`src/rtl/lsu_pkg.sv`:
```
// Shared definitions for the load/store unit: funct3 codes, FSM state
// encoding and request classification helpers.
package lsu_pkg;

   localparam logic [2:0] F3_B  = 3'b000;
   localparam logic [2:0] F3_H  = 3'b001;
   localparam logic [2:0] F3_W  = 3'b010;
   localparam logic [2:0] F3_BU = 3'b100;
   localparam logic [2:0] F3_HU = 3'b101;

   typedef enum logic [2:0] {
      ST_IDLE   = 3'd0,
      ST_LOAD   = 3'd1,
      ST_STORE  = 3'd2,
      ST_RMW_RD = 3'd3,
      ST_RMW_WR = 3'd4,
      ST_RESP   = 3'd5
   } lsu_state_t;

   // Unsigned widths exist only for loads; stores accept B/H/W only.
   function automatic logic f3_legal(input logic load, input logic [2:0] f3);
      logic ok;
      case (f3)
         F3_B, F3_H, F3_W: ok = 1'b1;
         F3_BU, F3_HU:     ok = load;
         default:          ok = 1'b0;
      endcase
      return ok;
   endfunction

   // funct3[1:0] carries the access size for every legal code.
   function automatic logic f3_misaligned(input logic [2:0] f3, input logic [1:0] lo);
      logic mis;
      case (f3[1:0])
         2'b01:   mis = lo[0];
         2'b10:   mis = |lo;
         default: mis = 1'b0;
      endcase
      return mis;
   endfunction

   // Clears the address bits below the access granularity. A no-op for
   // aligned requests, so it is safe to apply regardless of trap mode.
   function automatic logic [31:0] f3_force_addr(input logic [2:0] f3, input logic [31:0] addr);
      logic [31:0] a;
      a = addr;
      case (f3[1:0])
         2'b01:   a[0]   = 1'b0;
         2'b10:   a[1:0] = 2'b00;
         default: a      = addr;
      endcase
      return a;
   endfunction

endpackage

```
`src/rtl/lsu_align.sv`:
```
// Combinational lane logic: load byte/halfword extraction with sign/zero
// extension, and store lane merge into an existing memory word.
module lsu_align
   import lsu_pkg::*;
(
   input  logic [31:0] i_word,
   input  logic [31:0] i_wdata,
   input  logic [1:0]  i_addr_lo,
   input  logic [2:0]  i_funct3,
   output logic [31:0] o_load_data,
   output logic [31:0] o_store_word
);

   function automatic logic [31:0] load_extract(input logic [31:0] word,
                                                input logic [1:0]  lo,
                                                input logic [2:0]  f3);
      logic [7:0]  b;
      logic [15:0] h;
      logic [31:0] r;
      case (lo)
         2'd0:    b = word[7:0];
         2'd1:    b = word[15:8];
         2'd2:    b = word[23:16];
         default: b = word[31:24];
      endcase
      h = lo[1] ? word[31:16] : word[15:0];
      case (f3)
         F3_B:    r = {{24{b[7]}}, b};
         F3_BU:   r = {24'd0, b};
         F3_H:    r = {{16{h[15]}}, h};
         F3_HU:   r = {16'd0, h};
         default: r = word;
      endcase
      return r;
   endfunction

   function automatic logic [31:0] store_merge(input logic [31:0] word,
                                               input logic [31:0] wdata,
                                               input logic [1:0]  lo,
                                               input logic [2:0]  f3);
      logic [31:0] r;
      r = word;
      case (f3)
         F3_B: begin
            case (lo)
               2'd0:    r[7:0]   = wdata[7:0];
               2'd1:    r[15:8]  = wdata[7:0];
               2'd2:    r[23:16] = wdata[7:0];
               default: r[31:24] = wdata[7:0];
            endcase
         end
         F3_H: begin
            if (lo[1]) r[31:16] = wdata[15:0];
            else       r[15:0]  = wdata[15:0];
         end
         default: r = wdata;
      endcase
      return r;
   endfunction

   // Both results are pure functions of the current word and request fields.
   always_comb begin
      o_load_data  = load_extract(i_word, i_addr_lo, i_funct3);
      o_store_word = store_merge(i_word, i_wdata, i_addr_lo, i_funct3);
   end

endmodule

```
`src/rtl/lsu.sv`:
```
// Load/store unit between execute and a word-only, combinational-read data
// memory. Sub-word stores are performed as read-modify-write.
//
// state     | meaning
// ----------+------------------------------------------------------------
// IDLE      | ready for a request
// LOAD      | memory read of the load word, lane extracted at the edge
// STORE     | full-word write of store data
// RMW_RD    | read old word, merge new byte/halfword lane
// RMW_WR    | write merged word
// RESP      | response issued (visible the following cycle), back to IDLE
module lsu
   import lsu_pkg::*;
#(
   parameter logic MISALIGN_TRAP = 1'b1
) (
   input  logic        i_clk,
   input  logic        i_rst,
   input  logic        i_req_valid,
   output logic        o_req_ready,
   input  logic        i_req_load,
   input  logic [2:0]  i_req_funct3,
   input  logic [31:0] i_req_addr,
   input  logic [31:0] i_req_wdata,
   output logic        o_resp_valid,
   output logic [31:0] o_resp_rdata,
   output logic        o_resp_err,
   output logic        o_busy,
   output logic        o_mem_read,
   output logic        o_mem_write,
   output logic [31:0] o_mem_addr,
   output logic [31:0] o_mem_wdata,
   input  logic [31:0] i_mem_rdata
);

   lsu_state_t  r_state;
   logic [31:0] r_addr;
   logic [2:0]  r_funct3;
   logic        r_load;
   logic [31:0] r_wdata;
   logic        r_err;
   logic [31:0] r_ld_data;
   logic        r_busy;
   logic        r_resp_valid;
   logic [31:0] r_resp_rdata;
   logic        r_resp_err;
   logic        r_mem_read;
   logic        r_mem_write;
   logic [31:0] r_mem_addr;
   logic [31:0] r_mem_wdata;

   logic        w_accept;
   logic        w_req_err;
   logic [31:0] w_eff_addr;
   logic [31:0] w_word_addr;
   logic [31:0] w_ld_data;
   logic [31:0] w_st_word;

   assign o_req_ready = (r_state == ST_IDLE) & ~i_rst;
   assign w_accept    = i_req_valid & o_req_ready;

   assign w_req_err   = ~f3_legal(i_req_load, i_req_funct3)
                      | (MISALIGN_TRAP & f3_misaligned(i_req_funct3, i_req_addr[1:0]));
   assign w_eff_addr  = f3_force_addr(i_req_funct3, i_req_addr);
   assign w_word_addr = {w_eff_addr[31:2], 2'b00};

   lsu_align u_align (
      .i_word       (i_mem_rdata),
      .i_wdata      (r_wdata),
      .i_addr_lo    (r_addr[1:0]),
      .i_funct3     (r_funct3),
      .o_load_data  (w_ld_data),
      .o_store_word (w_st_word)
   );

   // Sequencer with registered memory and response outputs; every output
   // defaults to 0 each cycle and is raised only by the state that owns it.
   always_ff @(posedge i_clk) begin
      if (i_rst) begin
         r_state      <= ST_IDLE;
         r_addr       <= '0;
         r_funct3     <= '0;
         r_load       <= 1'b0;
         r_wdata      <= '0;
         r_err        <= 1'b0;
         r_ld_data    <= '0;
         r_busy       <= 1'b0;
         r_resp_valid <= 1'b0;
         r_resp_rdata <= '0;
         r_resp_err   <= 1'b0;
         r_mem_read   <= 1'b0;
         r_mem_write  <= 1'b0;
         r_mem_addr   <= '0;
         r_mem_wdata  <= '0;
      end else begin
         r_resp_valid <= 1'b0;
         r_resp_rdata <= '0;
         r_resp_err   <= 1'b0;
         r_mem_read   <= 1'b0;
         r_mem_write  <= 1'b0;
         r_mem_addr   <= '0;
         r_mem_wdata  <= '0;
         case (r_state)
            ST_IDLE: begin
               if (w_accept) begin
                  r_addr    <= w_eff_addr;
                  r_funct3  <= i_req_funct3;
                  r_load    <= i_req_load;
                  r_wdata   <= i_req_wdata;
                  r_err     <= w_req_err;
                  r_ld_data <= '0;
                  r_busy    <= 1'b1;
                  if (w_req_err) begin
                     r_state <= ST_RESP;
                  end else if (i_req_load) begin
                     r_state    <= ST_LOAD;
                     r_mem_read <= 1'b1;
                     r_mem_addr <= w_word_addr;
                  end else if (i_req_funct3 == F3_W) begin
                     r_state     <= ST_STORE;
                     r_mem_write <= 1'b1;
                     r_mem_addr  <= w_word_addr;
                     r_mem_wdata <= i_req_wdata;
                  end else begin
                     r_state    <= ST_RMW_RD;
                     r_mem_read <= 1'b1;
                     r_mem_addr <= w_word_addr;
                  end
               end
            end
            ST_LOAD: begin
               r_ld_data <= w_ld_data;
               r_state   <= ST_RESP;
            end
            ST_STORE: begin
               r_state <= ST_RESP;
            end
            ST_RMW_RD: begin
               r_mem_write <= 1'b1;
               r_mem_addr  <= r_mem_addr;
               r_mem_wdata <= w_st_word;
               r_state     <= ST_RMW_WR;
            end
            ST_RMW_WR: begin
               r_state <= ST_RESP;
            end
            ST_RESP: begin
               r_resp_valid <= 1'b1;
               r_resp_err   <= r_err;
               r_resp_rdata <= (r_load & ~r_err) ? r_ld_data : 32'd0;
               r_busy       <= 1'b0;
               r_state      <= ST_IDLE;
            end
            default: begin
               r_busy  <= 1'b0;
               r_state <= ST_IDLE;
            end
         endcase
      end
   end

   // Enables are gated by reset so an aborted access never reaches memory.
   assign o_mem_read   = r_mem_read & ~i_rst;
   assign o_mem_write  = r_mem_write & ~i_rst;
   assign o_mem_addr   = r_mem_addr;
   assign o_mem_wdata  = r_mem_wdata;
   assign o_busy       = r_busy;
   assign o_resp_valid = r_resp_valid;
   assign o_resp_rdata = r_resp_rdata;
   assign o_resp_err   = r_resp_err;

endmodule

```
`config.mk`:
```
export PLATFORM = sky130hd
export DESIGN_NAME = lsu
export DESIGN_NICKNAME = d
export VERILOG_FILES = /design/src/rtl/lsu_pkg.sv /design/src/rtl/lsu_align.sv /design/src/rtl/lsu.sv
export SDC_FILE = /design/constraint.sdc
export NUM_CORES = 1
export LEC_CHECK = 0
export ABC_AREA = 1
export BUFFER_PORTS_ARGS = -buffer_cell sky130_fd_sc_hd__buf_4
export CAP_MARGIN = 20
export CORE_ASPECT_RATIO = 1.5
export CORE_MARGIN = 4
export CORE_UTILIZATION = 46
export DETAILED_ROUTE_END_ITERATION = 10
export PLACE_DENSITY = 0.73
export RECOVER_POWER = 50
export SLEW_MARGIN = 30
export SYNTH_ARGS = -nofsm -noshare
export SYNTH_HDL_FRONTEND = slang
export SYNTH_SLANG_ARGS = --single-unit
```
`constraint.sdc`:
```
create_clock -name i_clk -period 2.1 [get_ports i_clk]
set_input_delay 0.42 -clock i_clk [delete_from_list [all_inputs] [get_ports i_clk]]
set_output_delay 0.42 -clock i_clk [all_outputs]
set_load 0.03 [all_outputs]
```
==> metrics.md <==
| Metric | Value |
|---|---|
| Final WL | 24.3 mm |
| Ys Warns | 0 |
| WL/cell | 15.7 µm |
| Worst slack at placement | 258 ps |
| Critical Path Fanout Max | 5 |
| Core Util, Final | 0.586 |
| RSZ-0062 raised after global routing | false |
| Share of cells above drive strength 1 | 0.136 |
| Max Fclk | 538 MHz |
| Final Setup Violations | 0 |
| Layout Nets | 1427 |
| Final Hold Vio Count | 0 |
| Drt first-iter violations | 585 |
| Status | finished, final reports clean |
| Crit path cell chain | nor2_1, nand2_2, nor2_4, buf_4 |
| #FFs+latches synth | 173 |
| Top-area cell type share of the netlist area | 0.438 |
| Non-Filler Instances | 1544 |
| Complex-gate fraction of the synthesized area | 0.171 |
| Die Y-Extent | 169 µm |
| Worst-path clk slew | 70 ps |
| Slowest stage cell, crit path | dfxtp_1 |
| # H-tree levels | 4 |
| Worst-Margin Slew | 682 ps |
| Cells after synthesis | 1147 |
| Fin crit share | 0.885 |
| CP Capture Type | output pin |
| Max cap viols | 0 |
| Row cnt | 58 |
| Adder-Cell Fraction of Synth Area | 0.00474 |
| Clock Sink Count | 173 |
| Setup ws final | 241 ps |
| Final ANT Viol Nets | 0 |
| Largest net degree at the start of global routing | 49 |
| Sum Neg Setup Slack | 0 ps |
| HPWL after DPL | 18.3 mm |
| Synth Area in Simple Gates | 0.282 |
| Initial antenna violation count | 0 |
| Worst hold-check path type | primary input to flip-flop |
| Power Dens Cells | 876 nW/µm² |
| CORE AREA | 16800 µm² |
| Slew headroom | 0.545 |
| Largest family of logic cells by synthesized area | simple AND/OR/NAND/NOR gates |
| Post-place instance area | 9560 µm² |
| Via density | 5.13 |
| Vias in the first global route | 7726 |
| Io pins | 205 |
| Fin Hold WS | 159 ps |
| Post-Place Cells | 1512 |
| Origin of the worst min-delay path | i_req_addr[12] |
| Tot GR Track Use | 0.252 |
| Post-CTS Resized | 0 |
| CTS Hold Bufs | 0 |
| Tot Pwr | 8.64 mW |
| Final GP Congestion | 0.928 |
| Syn avg cell area | 6.90 µm² |
| Synth Cell Area | 7910 µm² |
| First-pass GRT wire length | 38.7 mm |
| Final setup skew | 9.42 ps |
| CTS tree | yes |
| CP arrival | 1440 ps |
| CP required | 1680 ps |
| Reg-to-reg setup timing slack | 260 ps |
| Port buffer count | 202 |
| DRC | 0 |
| Crit Path Category | flip-flop to output pin |
| Inserted Clock Buffers | 17 |
| DR vias | 7925 |
| Synth top area cells | dfxtp_1 (44%), nand2_1 (15%), a21oi_1 (9.8%) |
| Die width | 115 µm |
| Postcts setup bufs | 0 |
| Area Overhead vs Synth | 24.6% |
| Seq/Total Area, Yosys | 0.438 |
| Netlist cell types | 33 |
| Pre-antenna DRT Iters | 6 |
| Antenna diodes | 0 |
| Largest area contributor in the netlist | dfxtp_1 |
| Initial Utilization | 0.470 |
| Clk root buf | clkbuf_16 |
| Launch point of the worst reg-to-reg path | r_state[0] |
| CP startpoint | r_state[0] |
| P_leak | 4.17 nW |
| Clk Latency, worst-skew pair | 440 ps |
| Family with the most delay on the worst path | simple AND/OR/NAND/NOR gates |
| Startpoint types | flip-flop |
| Multiplexer share of the synthesized area | 0 |
| Global route overflow | 0 |
| Fin. max-slew vios | 0 |
| Worst path max stage delay | 360 ps |
| Total Die Area | 19400 µm² |
| CP Buf/Inv Count | 1 |
| Peak supply drop | 0.485 mV |
| Synth Area in XOR/XNOR | 0 |
| Final instance area | 9860 µm² |
| Final period demand of the worst path | 1860 ps |
| Longest Clk Path Bufs | 2 |
worst min-delay path: cells and delay by family:
kind                   cells  cell delay (ps)
buffers and inverters      1               70
AND/OR/NAND/NOR            2               80
metal layers:
metal	routed length, µm	GRT usage	up-vias
met1	9250	0.276	3587
met3	1470	0.0533	51
met4	870	0.109	0
li1	-	-	4020
met5	0	0	-
met2	12700	0.459	267
path summary, 6_finish.rpt:
kind / cells past startpoint / to
worst max-delay path: 4 / o_req_ready
worst min-delay path: 3 / o_mem_addr[12]
worst max register to register: 6 / o_mem_wdata[18]
worst min register to register: 2 / o_resp_rdata[25]
registers in the layout, indices dropped and copies added, names as in the netlist:
register and cells:
r_load 1, r_state 3, r_funct3 3, o_mem_wdata 32, r_err 1, o_busy 1, r_ld_data 32, o_resp_valid 1
r_wdata 32, o_resp_err 1, r_mem_write 1, r_mem_read 1, o_mem_addr 30, o_resp_rdata 32, r_addr 2
Yosys cell counts (all sizes together):
| master | count |
|---|---|
| inv | 117 |
| dfxtp | 173 |
| nand2 | 318 |
| nor3 | 14 |
| a21oi | 155 |
| nor2 | 120 |
| o22ai | 2 |
| ha | 3 |
| o211ai | 35 |
| nand3 | 46 |
| clkinv | 1 |
| buf | 43 |
| o21bai | 1 |
| a31oi | 1 |
| clkbuf | 33 |
| o21a | 8 |
| nand4 | 22 |
| conb | 1 |
| o21ai | 45 |
| nand3b | 9 |
placed cells by master (no fill, tap or decap):
master and n:
inv_1 114, nand2_4 3, clkbuf_16 17, nor2_2 3, inv_8 1, inv_2 2, clkinvlp_4 3, bufinv_16 6
a31oi_1 1, nand3_2 1, nor3_1 14, o21a_1 8, nand2_1 313, inv_4 1, nand3_1 44, inv_6 3
nor2_4 3, clkinv_4 2, nand3b_1 9, a21oi_1 155, nor2_1 114, clkbuf_2 1, o21bai_1 1, ha_1 3
dfxtp_1 173, nand4_1 22, o22ai_1 2, o21ai_0 45, nand3_4 1, o211ai_1 35, buf_12 2, conb_1 2
buf_4 130, clkbuf_1 97, nand2_2 2, clkinv_1 1
final cells by class:
cell class	count	area (µm²)
clock inverter	15	258
inverter	118	445
sequential	173	3460
timing repair buffer	230	1390
fill	1690	6980
tap	210	263
multi-input combinational	781	3620
clock buffer	17	425
cells by family after synthesis:
logic type / after synthesis
simple gates: 529
compound gates: 247
buf+inv: 194
flops: 173
fa+ha+maj: 3
other cells: 1
power breakdown:
| group | total [mW] | internal (mW) | leakage [nW] | switching (mW) |
|---|---|---|---|---|
| Sequential | 3.53 | 3.43 | 1.40 | 0.0920 |
| Combinational | 1.47 | 0.505 | 2.45 | 0.966 |
| Clock | 3.64 | 2.25 | 0.323 | 1.39 |
| Total | 8.64 | 6.19 | 4.17 | 2.45 |
Power figures use the tool's default switching activity.
